==> src/rtl/psk_acq_pkg.sv <==
// Purpose: shared widths, parameter defaults and FSM state encoding for the
//          PSK acquisition controller and its energy pipeline.
package psk_acq_pkg;

  localparam int unsigned FCW_W  = 12;
  localparam int unsigned CORR_W = 8;
  localparam int unsigned E_W    = 16;
  localparam int unsigned LOSS_W = 4;

  localparam logic [FCW_W-1:0] FCW_START_DEF = 12'h0F0;
  localparam logic [FCW_W-1:0] FCW_STOP_DEF  = 12'h110;
  localparam logic [FCW_W-1:0] FCW_STEP_DEF  = 12'h004;
  localparam logic [FCW_W-1:0] PSTEP_DEF     = 12'd8;
  localparam logic [E_W-1:0]   THRESH_DEF    = 16'd4000;
  localparam int unsigned      LOSS_CNT_DEF  = 4;

  typedef enum logic [2:0] {
    IDLE,
    SWEEP_DISCARD,
    SWEEP_EVAL,
    DECIDE,
    TRACK
  } state_e;

endpackage

==> src/rtl/iq_energy.sv <==
// Purpose: registers correlator window energy i*i+q*q together with a valid
//          strobe and the sign of I / value of Q for the phase detector.
// Ports:
//   clk, rst     clock, synchronous active-high reset
//   stb_i        window result valid on i_value_i / q_value_i
//   i_value_i    signed in-phase correlation
//   q_value_i    signed quadrature correlation
//   energy_o     registered energy, valid while e_vld_o is high
//   e_vld_o      one cycle after stb_i
//   i_pos_o      registered I > 0
//   i_neg_o      registered I < 0
//   q_value_o    registered Q
module iq_energy
  import psk_acq_pkg::*;
(
  input  logic                     clk,
  input  logic                     rst,
  input  logic                     stb_i,
  input  logic signed [CORR_W-1:0] i_value_i,
  input  logic signed [CORR_W-1:0] q_value_i,
  output logic        [E_W-1:0]    energy_o,
  output logic                     e_vld_o,
  output logic                     i_pos_o,
  output logic                     i_neg_o,
  output logic signed [CORR_W-1:0] q_value_o
);

  logic signed [E_W-1:0]    i_ext, q_ext, i_sq, q_sq;
  logic        [E_W-1:0]    energy_d;
  logic        [E_W-1:0]    energy_q;
  logic                     e_vld_q, i_pos_q, i_neg_q;
  logic signed [CORR_W-1:0] q_q;

  // Each square is at most 16384, so the unsigned sum (max 32768) fits E_W bits.
  assign i_ext    = E_W'(i_value_i);
  assign q_ext    = E_W'(q_value_i);
  assign i_sq     = i_ext * i_ext;
  assign q_sq     = q_ext * q_ext;
  assign energy_d = $unsigned(i_sq) + $unsigned(q_sq);

  // Window result pipeline stage.
  always_ff @(posedge clk) begin
    if (rst) begin
      energy_q <= '0;
      e_vld_q  <= 1'b0;
      i_pos_q  <= 1'b0;
      i_neg_q  <= 1'b0;
      q_q      <= '0;
    end else begin
      e_vld_q <= stb_i;
      if (stb_i) begin
        energy_q <= energy_d;
        i_pos_q  <= !i_value_i[CORR_W-1] && (i_value_i != '0);
        i_neg_q  <= i_value_i[CORR_W-1];
        q_q      <= q_value_i;
      end
    end
  end

  assign energy_o  = energy_q;
  assign e_vld_o   = e_vld_q;
  assign i_pos_o   = i_pos_q;
  assign i_neg_o   = i_neg_q;
  assign q_value_o = q_q;

endmodule

==> src/rtl/psk_acq_ctl.sv <==
// Purpose: PSK carrier acquisition controller. Sweeps the NCO frequency word,
//          keeps the strongest window, locks onto it if strong enough, then
//          tracks phase with a sign(I)*Q detector and drops lock after a run
//          of weak windows.
// Ports:
//   clk, rst        clock, synchronous active-high reset
//   start_i         begin acquisition (IDLE only)
//   stb_i           correlator window valid
//   i_value_i       signed in-phase correlation
//   q_value_i       signed quadrature correlation
//   fcw_o           NCO frequency control word
//   pcw_o           NCO phase control word
//   locked_o        high in TRACK
//   busy_o          high outside IDLE
//   no_lock_o       one-cycle pulse when a sweep ends below THRESH
//   best_energy_o   peak energy of the current or last sweep
module psk_acq_ctl
  import psk_acq_pkg::*;
#(
  parameter logic [FCW_W-1:0] FCW_START = FCW_START_DEF,
  parameter logic [FCW_W-1:0] FCW_STOP  = FCW_STOP_DEF,
  parameter logic [FCW_W-1:0] FCW_STEP  = FCW_STEP_DEF,
  parameter logic [E_W-1:0]   THRESH    = THRESH_DEF,
  parameter logic [FCW_W-1:0] PSTEP     = PSTEP_DEF,
  parameter int unsigned      LOSS_CNT  = LOSS_CNT_DEF
) (
  input  logic                     clk,
  input  logic                     rst,
  input  logic                     start_i,
  input  logic                     stb_i,
  input  logic signed [CORR_W-1:0] i_value_i,
  input  logic signed [CORR_W-1:0] q_value_i,
  output logic        [FCW_W-1:0]  fcw_o,
  output logic        [FCW_W-1:0]  pcw_o,
  output logic                     locked_o,
  output logic                     busy_o,
  output logic                     no_lock_o,
  output logic        [E_W-1:0]    best_energy_o
);

  logic        [E_W-1:0]    energy;
  logic                     e_vld, i_pos, i_neg;
  logic signed [CORR_W-1:0] q_reg;

  iq_energy u_iq_energy (
    .clk       (clk),
    .rst       (rst),
    .stb_i     (stb_i),
    .i_value_i (i_value_i),
    .q_value_i (q_value_i),
    .energy_o  (energy),
    .e_vld_o   (e_vld),
    .i_pos_o   (i_pos),
    .i_neg_o   (i_neg),
    .q_value_o (q_reg)
  );

  state_e            state_q, state_d;
  logic [FCW_W-1:0]  fcw_q, fcw_d, pcw_q, pcw_d, best_fcw_q, best_fcw_d;
  logic [E_W-1:0]    best_q, best_d;
  logic [LOSS_W-1:0] loss_q, loss_d;
  logic              no_lock_q, no_lock_d, locked_q, busy_q;

  // Sweep end test in FCW_W+1 bits so the word cannot wrap past FCW_STOP.
  logic [FCW_W:0] fcw_sum;
  logic           q_pos, q_neg, err_pos, err_neg;

  assign fcw_sum = {1'b0, fcw_q} + {1'b0, FCW_STEP};
  assign q_pos   = !q_reg[CORR_W-1] && (q_reg != '0);
  assign q_neg   = q_reg[CORR_W-1];
  assign err_pos = (i_pos && q_pos) || (i_neg && q_neg);
  assign err_neg = (i_pos && q_neg) || (i_neg && q_pos);

  // Next-state and datapath update.
  always_comb begin
    state_d    = state_q;
    fcw_d      = fcw_q;
    pcw_d      = pcw_q;
    best_d     = best_q;
    best_fcw_d = best_fcw_q;
    loss_d     = loss_q;
    no_lock_d  = 1'b0;
    unique case (state_q)
      IDLE: begin
        fcw_d  = FCW_START;
        pcw_d  = '0;
        loss_d = '0;
        if (start_i) begin
          best_d     = '0;
          best_fcw_d = '0;
          state_d    = SWEEP_DISCARD;
        end
      end
      // The first window after a frequency change was integrated at the old word.
      SWEEP_DISCARD: begin
        if (e_vld) state_d = SWEEP_EVAL;
      end
      SWEEP_EVAL: begin
        if (e_vld) begin
          if (energy > best_q) begin
            best_d     = energy;
            best_fcw_d = fcw_q;
          end
          if (fcw_sum <= {1'b0, FCW_STOP}) begin
            fcw_d   = fcw_sum[FCW_W-1:0];
            state_d = SWEEP_DISCARD;
          end else begin
            state_d = DECIDE;
          end
        end
      end
      DECIDE: begin
        if (best_q >= THRESH) begin
          fcw_d   = best_fcw_q;
          pcw_d   = '0;
          loss_d  = '0;
          state_d = TRACK;
        end else begin
          no_lock_d = 1'b1;
          fcw_d     = FCW_START;
          state_d   = IDLE;
        end
      end
      TRACK: begin
        if (e_vld) begin
          if (err_pos)      pcw_d = pcw_q + PSTEP;
          else if (err_neg) pcw_d = pcw_q - PSTEP;
          if (energy >= THRESH) begin
            loss_d = '0;
          end else if (loss_q == LOSS_W'(LOSS_CNT - 1)) begin
            loss_d  = '0;
            fcw_d   = FCW_START;
            pcw_d   = '0;
            state_d = IDLE;
          end else begin
            loss_d = loss_q + LOSS_W'(1);
          end
        end
      end
      default: state_d = IDLE;
    endcase
  end

  // State and output registers.
  always_ff @(posedge clk) begin
    if (rst) begin
      state_q    <= IDLE;
      fcw_q      <= FCW_START;
      pcw_q      <= '0;
      best_q     <= '0;
      best_fcw_q <= '0;
      loss_q     <= '0;
      no_lock_q  <= 1'b0;
      locked_q   <= 1'b0;
      busy_q     <= 1'b0;
    end else begin
      state_q    <= state_d;
      fcw_q      <= fcw_d;
      pcw_q      <= pcw_d;
      best_q     <= best_d;
      best_fcw_q <= best_fcw_d;
      loss_q     <= loss_d;
      no_lock_q  <= no_lock_d;
      locked_q   <= (state_d == TRACK);
      busy_q     <= (state_d != IDLE);
    end
  end

  assign fcw_o         = fcw_q;
  assign pcw_o         = pcw_q;
  assign locked_o      = locked_q;
  assign busy_o        = busy_q;
  assign no_lock_o     = no_lock_q;
  assign best_energy_o = best_q;

endmodule

==> config.mk <==
export PLATFORM = sky130hd
export DESIGN_NAME = psk_acq_ctl
export DESIGN_NICKNAME = d
export VERILOG_FILES = /design/src/rtl/psk_acq_pkg.sv /design/src/rtl/iq_energy.sv /design/src/rtl/psk_acq_ctl.sv
export SDC_FILE = /design/constraint.sdc
export NUM_CORES = 1
export LEC_CHECK = 0
export BUFFER_PORTS_ARGS = -buffer_cell sky130_fd_sc_hd__buf_2
export CAP_MARGIN = 30
export CORE_MARGIN = 10
export CORE_UTILIZATION = 30
export CTS_BUF_LIST = sky130_fd_sc_hd__clkbuf_8
export DETAILED_ROUTE_END_ITERATION = 8
export GPL_TIMING_DRIVEN = 0
export SETUP_SLACK_MARGIN = 0.4
export SLEW_MARGIN = 20
export SYNTH_ARGS = -nofsm -noshare
export SYNTH_HDL_FRONTEND = slang
export SYNTH_HIERARCHICAL = 1
export SYNTH_SLANG_ARGS = --single-unit
export TNS_END_PERCENT = 5
==> constraint.sdc <==
create_clock -name clk -period 11.3 [get_ports clk]
set_input_delay 2.26 -clock clk [delete_from_list [all_inputs] [get_ports clk]]
set_output_delay 2.26 -clock clk [all_outputs]
set_load 0.05 [all_outputs]
==> summary.txt <==
Clock network
  • TritonCTS Buffers: 9
  • CTS-repair resized insts: 0
  • Insertion delay to the later sink of the worst-skew pair: ~380 ps
  • Cts hold-fix bufs: 0
  • Postcts setup bufs: 0
  • H-tree levels: 3
  • CTS Sinks: 86
  • CTS tree: yes
  • Clock tree buffer depth: 2
  • Clk root buf: clkbuf_8
  • Clock Pin Slew Worst Setup and Hold Paths: 90 ps

GRT
  • First-pass GRT wire length: approximately 35 mm
  • Pin count of the biggest net entering global routing: 15
  • GRT overflow: 0
  • Initial antenna violation count: 1
  • Total GRT Usage: between 10% and 20%
  • Vias in the first global route: 6825

Layout
  • Diodes inserted: 0
  • Sequential Area: between 1500 and 2000 sq um
  • Final net count: roughly 1.2k
  • Final Util: 33.9%
  • Multi-input gate area: 6220 sq um
  • Fin cells: roughly 1.4k
  • Layout cell share with drive strength beyond 1: 11.3%
  • Fill cells: between 3k and 4k
  • P&R area growth vs syn: 11.1%

STA
  • Hold Vio Cnt, Final: 0
  • Period utilisation layout: between 70 and 80%
  • Final setup TNS: 0 ps
  • Max Slew Vio Count: 0
  • Unrepaired setup endpoints after global routing: no
  • Worst Tran Pin Value: about 770 ps
  • Min Clock Period, post-route: around 8000 ps
  • Clock Skew: roughly 16 ps
  • Slew margin rel.: about half
  • Final setup viols: 0
  • Max Freq: between 0.1 and 0.15 GHz

Setup path
  • Critical Path RT: 11600 ps
  • Cell mode on critical path: fa_1
  • Critical path, cell by cell: buf_2 -> clkbuf_1 -> nand2_1 -> inv_1 -> fa_1 -> fa_1 -> fa_1 -> fa_1 -> fa_1 -> inv_1 -> fa_1 -> inv_1 -> ha_1 -> and4_1 -> a211oi_1 -> o21ai_0 -> a31o_2 -> mux2i_1 -> a211oi_1
  • CP Class: primary input to flip-flop
  • Worst Path Arrival: around 8300 ps
  • Peak fanout along the critical path: 10
  • Slowest stage delay, CP: 570 ps
  • Endpoint type of the worst setup path: flip-flop
  • Slowest cell on crit path: fa_1
  • Startpoint types: primary input

Route
  • Routed vias: ~6.5k
  • Via density: 4.67
  • Avg WL per Cell: 14.6 um
  • Initial DRC count: 300
  • Antenna viol nets, final: 0
  • Drt first pass iters: 4
  • Drt drc: 0
  • Final wirelength: around 20 mm

Power and ir drop
  • Comb pwr share: between 70% and 80%
  • Reg power frac: about 13%
  • Lkg Pwr: about 4.5 nW
  • Switch share: between 40% and 50%
  • VDD IR-drop max: around 0.19 mV
  • Clock share of power: under 10%
  • NetSw: approximately 1.4 mW
  • Internal: around 1.5 mW
  • PD cells: approximately 290 nW/um^2

Logic synthesis
  • Seq/Total Area, Yosys: a little under 20%
  • Flops & latches, synth: 86
  • Mean post-synth cell area: between 9 and 10 sq um
  • FFs w/ async S/R, synth: 0%
  • Top-area cell type share of the netlist area: 25.5%
  • Ys flop type: dfxtp_1
  • Post-synthesis cell count: about 940
  • Dominant cells by area after synthesis: fa_1, dfxtp_1, ha_1
  • Cell area after synthesis: roughly 9000 sq um
  • Number of warnings issued by yosys: 6
  • Cell accounting for the most synthesized area: fa_1
  • Synth cell types: between 60 and 70
  • Post-synth EDFFs: 0

Die
  • Core ar.: about 29000 sq um
  • Die Ht: 191 um
  • Area of the die: around 37000 sq um
  • IO Pins: 63
  • # rows: 62
  • Die width: approximately 190 um
  • Starting density of the core: roughly 31%

Run status
  • Run status: finished clean

Flow run
  • Max cap viols: 0

Min path
  • Worst hold-check path type: flip-flop to flip-flop

Placement
  • Port Buffers: 57
  • Post-Place Cells: around 1.4k
  • Routability cong.: around 0.88
  • Post-DP HPWL: around 17 mm
## synthesized netlist by cell type, types with 4 or more instances
master	instances
a22o_1	20
a211oi_1	6
a21o_1	9
nand2_1	36
ha_1	78
a22oi_1	7
or3_1	6
and2_1	34
xnor2_1	36
a31o_2	4
fa_1	112
o21ai_0	16
xor2_1	10
mux2i_1	26
clkbuf_1	21
a221oi_1	4
nor3_1	7
inv_1	180
nor4_1	5
nor2b_1	17
nand4_1	14
a21oi_1	36
buf_2	7
nand2b_1	6
buf_4	4
a22o_2	8
dfxtp_1	86
nor2_1	69
o211ai_1	5
nand3_1	12
## cells by family (layout without fill, tap and decap cells)
logic type      Yosys count  in the layout  synth area share, %
simple gates            230            230                 14.0
buf+inv                 216            289                 9.68
fa+ha+maj               190            190                 36.6
compound gates          142            142                 11.6
flops                    86             86                 19.6
xor+xnor                 48             48                 5.03
mux                      29             29                 3.35
other cells               1              3               0.0427
## flip-flops by register name (all words and copies together), names as in the netlist
name	flops
best_energy_o	16
u_iq_energy/energy_o	16
best_fcw_q	12
fcw_o	12
pcw_o	9
u_iq_energy/q_value_o	8
loss_q	4
state_q	3
busy_o	1
locked_o	1
no_lock_o	1
u_iq_energy/e_vld_o	1
u_iq_energy/i_neg_o	1
u_iq_energy/i_pos_o	1
## power by group through the flow
stage	combinational (mW)	sequential [mW]	clock [mW]
after floorplan	1.83	0.366	0
after global placement	2.25	0.364	0
after detailed placement	2.27	0.364	0
after CTS	2.29	0.357	0.229
after global routing	2.59	0.361	0.240
final	2.25	0.358	0.222
## worst paths after layout
| path | startpoint | end | slack [ps] | cells after the start |
|---|---|---|---|---|
| max | q_value_i[0] | u_iq_energy/energy_o[14] | 3280 | 19 |
| min reg2reg | best_fcw_q[10] | best_fcw_q[10] | 480 | 1 |
| max reg2reg | best_energy_o[14] | best_fcw_q[0] | 8560 | 9 |
| min | best_fcw_q[10] | best_fcw_q[10] | 480 | 1 |
## worst max-delay path, delay by kind of cell
kind	cells	cell delay [ps]
adder cells (fa/ha/maj)	7	3490
multiplexers	1	120
AO/OA/AOI/OAI	4	920
AND/OR/NAND/NOR	2	440
buffers and inverters	5	1070
## cells in the final DEF (no fill, tap or decap), drive strengths merged, types with 4 or more instances in the layout
cell type,count
a22oi,7
ha,78
inv,183
nor2b,17
buf,71
o21ai,17
a21o,9
nor4,7
a211oi,7
nand2b,6
a21oi,37
a31oi,4
nand3,12
nor3,8
xnor2,37
and2,34
or3,6
clkbuf,31
dfxtp,86
a221oi,4
fa,112
a31o,4
nand4,15
nor4b,4
o211ai,5
nand2,36
a22o,28
mux2i,26
nor2,69
xor2,10
## per-stage QoR
step,hold WS [ps],area (sq um),power [mW],setup WS [ps]
CTS,484,9750,2.87,3290
finish,482,9750,2.83,3280
floorplan,437,8790,2.20,3760
global route,492,9750,3.19,3000
global placement,457,9550,2.61,2940
detailed placement,455,9550,2.63,2900
## metal layers
layer | vias up | GRT usage (%) | part of all wire (%)
li1 | 3213 | - | -
met1 | 3176 | 15.5 | 48
met2 | 129 | 19.1 | 46
met3 | 20 | 2.20 | 4.7
met4 | 2 | 2.94 | 1.1
met5 | - | 0 | 0.034
## final cells by class
type                            count  area share (%)
Multi-Input combinational cell    642            63.8
Sequential cell                    86            17.7
Inverter                          181            6.97
Tap cell                          384            4.93
Timing Repair Buffer               57            2.93
Buffer                             35            1.74
Clock buffer                       10            1.41
Clock inverter                      6           0.616
(Power assumes the default switching activity.)
